[config.mk]
export PLATFORM = sky130hd
export DESIGN_NAME = mem_wb_stage_flat
export DESIGN_NICKNAME = d
export VERILOG_FILES = /design/src/rtl/mem_wb_stage_if.sv /design/src/rtl/mem_wb_stage.sv /design/src/flat_wrapper.sv
export SDC_FILE = /design/constraint.sdc
export NUM_CORES = 1
export LEC_CHECK = 0
export ABC_AREA = 1
export CORE_MARGIN = 2
export CORE_UTILIZATION = 46
export CTS_CLUSTER_DIAMETER = 60
export DETAILED_ROUTE_END_ITERATION = 16
export GPL_TIMING_DRIVEN = 0
export HOLD_SLACK_MARGIN = 0.12
export PLACE_DENSITY = 0.86
export SLEW_MARGIN = 20
export SYNTH_ARGS = -nofsm -noshare
export SYNTH_HDL_FRONTEND = slang
export SYNTH_SLANG_ARGS = --single-unit
[constraint.sdc]
create_clock -name clk -period 2.9 [get_ports clk]
set_input_delay 0.58 -clock clk [delete_from_list [all_inputs] [get_ports clk]]
set_output_delay 0.58 -clock clk [all_outputs]
set_load 0.03 [all_outputs]
[src/rtl/mem_wb_stage_if.sv]
// MEM/WB stage bundle: MEM-stage control/data inputs, DM response, and
// the registered writeback / status outputs of the stage.
interface mem_wb_stage_if;
   logic        flush;
   logic        MemRead;
   logic        RegWrite;
   logic        MemtoReg;
   logic [2:0]  funct3;
   logic [31:0] alu_out;
   logic [4:0]  rd;
   logic [31:0] data_out;
   logic        data_ready;
   logic        mem_stall;
   logic [31:0] wb_data;
   logic [4:0]  wb_rd;
   logic        wb_RegWrite;
   logic        load_misalign;
   logic        mem_err;

   modport master (
      output flush, MemRead, RegWrite, MemtoReg, funct3, alu_out, rd,
             data_out, data_ready,
      input  mem_stall, wb_data, wb_rd, wb_RegWrite, load_misalign, mem_err
   );

   modport slave (
      input  flush, MemRead, RegWrite, MemtoReg, funct3, alu_out, rd,
             data_out, data_ready,
      output mem_stall, wb_data, wb_rd, wb_RegWrite, load_misalign, mem_err
   );
endinterface

[src/rtl/mem_wb_stage.sv]
// MEM/WB pipeline boundary: waits for DM load data (with timeout), aligns and
// extends loads, and registers the writeback result, destination and enable.
module mem_wb_stage #(
   parameter int unsigned MAX_WAIT = 15
) (
   input logic           clk,
   input logic           rst,
   mem_wb_stage_if.slave bus
);

   typedef enum logic {
      S_IDLE = 1'b0,
      S_WAIT = 1'b1
   } state_t;

   localparam logic [7:0] WAIT_LAST = 8'(MAX_WAIT - 1);

   state_t      state_q, state_d;
   logic [7:0]  wait_cnt_q, wait_cnt_d;
   logic [31:0] wb_data_q, wb_data_d;
   logic [4:0]  wb_rd_q, wb_rd_d;
   logic        wb_RegWrite_q, wb_RegWrite_d;
   logic        load_misalign_q, load_misalign_d;
   logic        mem_err_q, mem_err_d;

   logic [1:0]  off;
   logic [7:0]  byte_lane [4];
   logic [15:0] half_lane [2];
   logic [7:0]  ld_byte;
   logic [15:0] ld_half;
   logic [31:0] ext;
   logic        misaligned;
   logic        load_misaligned;
   logic        need_data;
   logic        at_limit;
   logic        stall;
   logic        timeout;
   logic        retire;

   assign off = bus.alu_out[1:0];

   for (genvar gi = 0; gi < 4; gi++) begin : g_byte_lane
      assign byte_lane[gi] = bus.data_out[8*gi +: 8];
   end

   for (genvar gi = 0; gi < 2; gi++) begin : g_half_lane
      assign half_lane[gi] = bus.data_out[16*gi +: 16];
   end

   always_comb begin
      ld_byte    = byte_lane[off];
      ld_half    = half_lane[off[1]];
      ext        = bus.data_out;
      misaligned = (off != 2'b00);
      // Unused encodings 011/110/111 fall through to the word case
      case (bus.funct3)
         3'b000: begin
            ext        = {{24{ld_byte[7]}}, ld_byte};
            misaligned = 1'b0;
         end
         3'b100: begin
            ext        = {24'h000000, ld_byte};
            misaligned = 1'b0;
         end
         3'b001: begin
            ext        = {{16{ld_half[15]}}, ld_half};
            misaligned = off[0];
         end
         3'b101: begin
            ext        = {16'h0000, ld_half};
            misaligned = off[0];
         end
         default: begin
            ext        = bus.data_out;
            misaligned = (off != 2'b00);
         end
      endcase
   end

   // A misaligned load is dropped at once, so it never waits on DM
   assign load_misaligned = bus.MemRead & misaligned;
   assign need_data       = bus.MemRead & ~misaligned & ~bus.data_ready & ~bus.flush;
   assign at_limit        = (state_q == S_WAIT) && (wait_cnt_q == WAIT_LAST);
   assign stall           = need_data & ~at_limit;
   assign timeout         = need_data & at_limit;
   assign retire          = ~bus.flush & ~stall & ~timeout;

   // Flush forces stall low, so leaving WAIT on !stall also covers a squash
   always_comb begin
      state_d    = state_q;
      wait_cnt_d = wait_cnt_q;
      case (state_q)
         S_IDLE: begin
            if (stall) begin
               state_d    = S_WAIT;
               wait_cnt_d = 8'd0;
            end
         end
         S_WAIT: begin
            if (stall) begin
               wait_cnt_d = wait_cnt_q + 8'd1;
            end else begin
               state_d    = S_IDLE;
               wait_cnt_d = 8'd0;
            end
         end
         default: begin
            state_d    = S_IDLE;
            wait_cnt_d = 8'd0;
         end
      endcase
   end

   always_comb begin
      wb_data_d       = wb_data_q;
      wb_rd_d         = wb_rd_q;
      wb_RegWrite_d   = 1'b0;
      load_misalign_d = 1'b0;
      mem_err_d       = mem_err_q | timeout;
      if (retire) begin
         wb_rd_d         = bus.rd;
         wb_data_d       = bus.MemtoReg ? ext : bus.alu_out;
         wb_RegWrite_d   = bus.RegWrite & ~load_misaligned;
         load_misalign_d = load_misaligned;
      end
   end

   always_ff @(posedge clk) begin
      if (rst) begin
         state_q         <= S_IDLE;
         wait_cnt_q      <= 8'd0;
         wb_data_q       <= 32'h0000_0000;
         wb_rd_q         <= 5'd0;
         wb_RegWrite_q   <= 1'b0;
         load_misalign_q <= 1'b0;
         mem_err_q       <= 1'b0;
      end else begin
         state_q         <= state_d;
         wait_cnt_q      <= wait_cnt_d;
         wb_data_q       <= wb_data_d;
         wb_rd_q         <= wb_rd_d;
         wb_RegWrite_q   <= wb_RegWrite_d;
         load_misalign_q <= load_misalign_d;
         mem_err_q       <= mem_err_d;
      end
   end

   assign bus.mem_stall     = stall;
   assign bus.wb_data       = wb_data_q;
   assign bus.wb_rd         = wb_rd_q;
   assign bus.wb_RegWrite   = wb_RegWrite_q;
   assign bus.load_misalign = load_misalign_q;
   assign bus.mem_err       = mem_err_q;

endmodule

[src/flat_wrapper.sv]
// flat-port wrapper written by rule: the top's interface ports become plain ports
module mem_wb_stage_flat 
#(
   parameter int unsigned MAX_WAIT = 15
)
  (clk, rst, bus_flush, bus_MemRead, bus_RegWrite, bus_MemtoReg, bus_funct3, bus_alu_out, bus_rd, bus_data_out, bus_data_ready, bus_mem_stall, bus_wb_data, bus_wb_rd, bus_wb_RegWrite, bus_load_misalign, bus_mem_err);
  mem_wb_stage_if bus_i ();
  input logic clk;
  input logic rst;
  input wire logic [$bits(bus_i.flush)-1:0] bus_flush;
  input wire logic [$bits(bus_i.MemRead)-1:0] bus_MemRead;
  input wire logic [$bits(bus_i.RegWrite)-1:0] bus_RegWrite;
  input wire logic [$bits(bus_i.MemtoReg)-1:0] bus_MemtoReg;
  input wire logic [$bits(bus_i.funct3)-1:0] bus_funct3;
  input wire logic [$bits(bus_i.alu_out)-1:0] bus_alu_out;
  input wire logic [$bits(bus_i.rd)-1:0] bus_rd;
  input wire logic [$bits(bus_i.data_out)-1:0] bus_data_out;
  input wire logic [$bits(bus_i.data_ready)-1:0] bus_data_ready;
  output wire logic [$bits(bus_i.mem_stall)-1:0] bus_mem_stall;
  output wire logic [$bits(bus_i.wb_data)-1:0] bus_wb_data;
  output wire logic [$bits(bus_i.wb_rd)-1:0] bus_wb_rd;
  output wire logic [$bits(bus_i.wb_RegWrite)-1:0] bus_wb_RegWrite;
  output wire logic [$bits(bus_i.load_misalign)-1:0] bus_load_misalign;
  output wire logic [$bits(bus_i.mem_err)-1:0] bus_mem_err;
  assign bus_i.flush = bus_flush;
  assign bus_i.MemRead = bus_MemRead;
  assign bus_i.RegWrite = bus_RegWrite;
  assign bus_i.MemtoReg = bus_MemtoReg;
  assign bus_i.funct3 = bus_funct3;
  assign bus_i.alu_out = bus_alu_out;
  assign bus_i.rd = bus_rd;
  assign bus_i.data_out = bus_data_out;
  assign bus_i.data_ready = bus_data_ready;
  assign bus_mem_stall = bus_i.mem_stall;
  assign bus_wb_data = bus_i.wb_data;
  assign bus_wb_rd = bus_i.wb_rd;
  assign bus_wb_RegWrite = bus_i.wb_RegWrite;
  assign bus_load_misalign = bus_i.load_misalign;
  assign bus_mem_err = bus_i.mem_err;
  mem_wb_stage #(.MAX_WAIT(MAX_WAIT)) u_core (.clk(clk), .rst(rst), .bus(bus_i));
endmodule
== After elaboration in Yosys (flattened, before gate mapping) ==
Index checks and enable logic that the tools add are counted.

* Muxes and demuxes: 13
* Bitwise logic cells: 21
* Reduce and logical (&&, ||, !) cells: 6
* $add $sub $neg: 1
* Order comparisons: 2
* Equality and inequality tests: 5

{| class="wikitable"
|+ Operator list
! kind !! count
|-
| case mux 32 bit (4 select lines) || 1
|-
| two-way mux 16 bit || 3
|-
| two-way mux 32 bit || 1
|-
| two-way mux 8 bit || 4
|-
| binary-select mux 8 bit (select 2 bit) || 1
|-
| case mux 8 bit (2 select lines) || 1
|-
| AND 1 bit || 9
|-
| inverter 1 bit || 9
|-
| adder 8 x 1 -> 8 bit, second input constant || 1
|-
| == test 8 x 4 -> 1 bit, second input constant || 1
|-
| == test 3 bit, second input constant || 2
|-
| OR reduction 2 bit || 3
|-
| == test 3 x 1 -> 1 bit, second input constant || 1
|-
| >= comparator 3 bit, second input constant || 1
|-
| logical NOT 3 bit || 1
|-
| inverter 2 -> 3 bit || 1
|-
| >= comparator 2 bit, second input constant || 1
|-
| inequality test 2 x 1 -> 1 bit, second input constant || 1
|-
| inverter 1 -> 2 bit || 1
|-
| case mux 1 bit (2 select lines) || 1
|-
| nonzero test 2 bit || 1
|-
| logical AND 1 bit || 1
|-
| two-way mux 1 bit || 1
|-
| bitwise OR 1 bit || 1
|}

* Register bits: 49
* Output and inout port bits: 41

== Depth between registers and ports, before layout ==
* Word-level depth: 13
* Mapped depth: 11
* Mapped depth without buffers: 10

== Worst setup path after synthesis ==
No wires, ideal clock.

* Path type: input to output
* From: input port bus_funct3[0]
* To: output port bus_mem_stall
* Stages: 5
* Arrival: 1.284 ns
* Required time: 2.320 ns
* Path slack: 1.036 ns
* Buffers on the path: 0
* Cells stage by stage: inv_1 -> nand2_4 -> nand2_2 -> nand4_2 -> nor2_2

* Cells in the longest elaborated chain, start to end: 8

{| class="wikitable"
|+ Ends and longest elaborated chain
! item !! RTL line !! text
|-
| start: declaration || flat_wrapper.sv:14 || <nowiki>input wire logic [$bits(bus_i.funct3)-1:0] bus_funct3;</nowiki>
|-
| == test 3 x 1 -> 1 bit, or another cell as far along || mem_wb_stage.sv:56 || <nowiki>case (bus.funct3)</nowiki>
|-
| OR reduction 2 bit (no line) || -- ||
|-
| case mux 1 bit (2 select lines) * || mem_wb_stage.sv:56 ||
|-
| inverter 1 bit * || mem_wb_stage.sv:82 || <nowiki>assign need_data = bus.MemRead & ~misaligned & ~bus.data_ready & ~bus.flush;</nowiki>
|-
| AND 1 bit * (3 in series) || mem_wb_stage.sv:82 ||
|-
| AND 1 bit * || mem_wb_stage.sv:84 || <nowiki>assign stall = need_data & ~at_limit;</nowiki>
|-
| end: declaration || flat_wrapper.sv:19 || <nowiki>output wire logic [$bits(bus_i.mem_stall)-1:0] bus_mem_stall;</nowiki>
|}

Mark *: on every way between the ends. The rest lies on a longest branch, timed or not.

== Worst setup path after layout ==
* From: input port bus_MemRead
* To: output port bus_mem_stall

* Cells in the longest elaborated chain, start to end: 4

{| class="wikitable"
|+ Ends and longest elaborated chain
! item !! RTL line !! text
|-
| start: declaration || flat_wrapper.sv:11 || <nowiki>input wire logic [$bits(bus_i.MemRead)-1:0] bus_MemRead;</nowiki>
|-
| AND 1 bit (3 in series) || mem_wb_stage.sv:82 ||
|-
| AND 1 bit || mem_wb_stage.sv:84 ||
|}

Every way passes these cells.

==> run metrics <==
status finished, final reports clean; reg2reg setup slack 1.41 ns; final WL a little under 10 mm; IO Port Bufs 117; core box area 5960 sq um; fin. max-slew vios 0; Crit. Startpoint bus_MemRead; cts hold-fix bufs 0; arrival time at the worst endpoint between 2 and 2.5 ns; cell leakage power 1.85 nW; CP startpoint kind primary input; total inserted antenna cells 0; relative slew slack 66.8%; WL/cell 15.3 um; Worst-Margin Slew approximately 0.50 ns; number of max-cap violations 0; Mapped Nets 520; unrepaired setup endpoints after global routing no; CP max-delay cell clkdlybuf4s50_1; root buf cell clkbuf_8; post-synthesis sequential area ratio between 30% and 40%; Final setup violation count 0; Area Growth Syn to Fin 47.7%; grt total ovfl 0; Hold Path Depth 2; Num CTS Buffers 5; Worst setup EP type output pin; Syn Std Cell Area 2850 sq um; global-route wire length before repair 15.1 mm; Pwr Density 410 nW/um^2; gpl congestion slightly above 0.9; Final period util a little over nine tenths; layout cells sized above 1 9.40%; Synth Instances about 440; Worst Path Required around 2.3 ns; DP HPWL 7.68 mm; #FFs+latches synth 49; top cells by area, synth dfxtp_1 (34%), nand2_1 (14%), a21oi_1 (11%); Max VDD drop approximately 0.00029 V; hold path endpoint u_core.bus.wb_data[1]; initial antenna violation count 0; initial core utilization between 40 and 50%; drt first pass iters 4; die area just under 7000 sq um; pin count of the biggest net entering global routing 16; vias per cell 5.24; DR iter-0 viols 179; Rows 28; Final Skew 0.00231 ns; nets 644; clock-pin slew on the worst setup and hold paths 0.09 ns; Mean Syn Cell Area 6.49 sq um; commonest non-fill, non-tap cell in the layout clkdlybuf4s50_1; CTS sink cnt 49; I/O Pins 120; Final min period 2.74 ns; origin of the critical flop-to-flop path u_core.wait_cnt_q[0]; Worst Reg-to-Reg Cells 9; die height ~83 um; r2r endpoint u_core.wait_cnt_q[3]; YS warnings 0; Fillers 530; post-synthesis cell type count 28; vias in the first global route 3,246; Horiz. Die Dim 82.7 um; via count 3,349; Worst Path Max Fanout 4; worst hold slack 0.485 ns; Synth top area share approximately 34%; Worst Hold Class reg2reg; most area-hungry cell type in the Yosys netlist dfxtp_1; Fin. Hold Viols 0; post-cts resize count 1; post-CTS setup repair buffer count 0; # DRC 0; setup TNS 0 ns; min-delay src u_core.bus.wb_data[1]; DRT antenna net count 0; H-tree depth 2; CTS tree yes; critical path class in2out; Achievable Freq 0.364 GHz; worst-path cell chain clkdlybuf4s50_1 > inv_1 > nor2_1 > nand4_2 > nor2_2 > dlygate4sd2_1; CP peak stage delay around 0.45 ns; commonest non-fill, non-tap cells in the layout clkdlybuf4s50_1 (116), nand2_1 (103), a21oi_1 (63); Longest Clk Path Bufs 2; All-Layer GR Usage between 20% and 30%; Clk Latency, worst-skew pair around 0.3 ns
[logic make-up (layout without fill, tap and decap cells)]
family	after synthesis	count (layout)	synth area share (%)
and+or+nand+nor	218	218	34.0
DFF	49	49	34.4
buffers and inverters	57	182	9.61
adders and majority gates	2	2	0.878
xor gates and xnor gates	6	6	1.84
AOI/OAI and AO/OA	107	107	19.3
[registers in the layout (all words and copies together) (netlist names)]
name                      count
u_core.bus.wb_data           32
u_core.wait_cnt_q             8
u_core.bus.wb_rd              5
u_core.bus.load_misalign      1
u_core.bus.mem_err            1
u_core.bus.wb_RegWrite        1
u_core.state_q                1
[cell type report]
cell class / count / area (sq um) / share of cell area, %
plain buffers: 26 / 158 / 3.74
clock buffers: 6 / 82.6 / 1.96
clock inverters: 2 / 13.8 / 0.327
inverters: 31 / 116 / 2.76
multi-input cells: 333 / 1600 / 37.9
flip-flops and latches: 49 / 981 / 23.3
well taps: 75 / 93.8 / 2.23
repair buffers: 117 / 1170 / 27.8
[layer usage]
metal  track usage (%)  wire (um)
met3              6.09        633
met5                 0          0
met4              8.69        147
met2              54.1       4860
met1              34.2       4150
[worst max-delay path: cells and delay by family]
family	cells	cell delay (ns)
simple gates	3	0.64
buf+inv	3	0.94
[worst max-delay path by stage]
stage | to | slack, ns | depth (start not counted)
after floorplan | bus_mem_stall | 1.04 | 5
after global placement | bus_mem_stall | -0.06 | 7
after detailed placement | bus_mem_stall | -0.08 | 7
after CTS | bus_mem_stall | 0.17 | 6
after global routing | bus_mem_stall | 0.08 | 7
final | bus_mem_stall | 0.16 | 6
[synth_stat cells]
cell type,number
a21oi_1,63
and2_1,1
buf_2,9
buf_4,1
buf_6,6
clkbuf_1,10
dfxtp_1,49
ha_1,2
inv_1,28
inv_2,3
nand2_1,103
nand2_2,4
nand2_4,2
nand3_1,43
nand3_2,1
nand3b_1,1
nand4_1,1
nand4_2,1
nor2_1,41
nor2_2,1
nor3_1,2
o211ai_1,4
o21a_1,1
o21ai_0,38
o22ai_1,1
or2_2,17
xnor2_1,2
xor2_1,4
[through the flow]
| stage | util (%) | setup WS [ns] | cell area [sq um] | power, W | instances |
|---|---|---|---|---|---|
| 3_3_place_gp | 69.1 | -0.0571 | 4120 | 0.00129 | 631 |
| 3_5_place_dp | 69.1 | -0.0805 | 4120 | 0.00130 | 631 |
| 6_report | 70.7 | 0.156 | 4210 | 0.00173 | 639 |
| 4_1_cts | 70.7 | 0.171 | 4210 | 0.00172 | 639 |
| 2_1_floorplan | - | 1.04 | 2850 | 0.00104 | 439 |
| 5_1_grt | 70.7 | 0.0830 | 4210 | 0.00180 | 639 |
[power by group]
part           internal (W)  total (W)  switching (W)
clock network      0.000194   0.000434       0.000240
registers          0.000717   0.000740      0.0000228
logic              0.000253   0.000553       0.000299
total               0.00116    0.00173       0.000562
No activity file was read; power rests on OpenSTA's default activity.
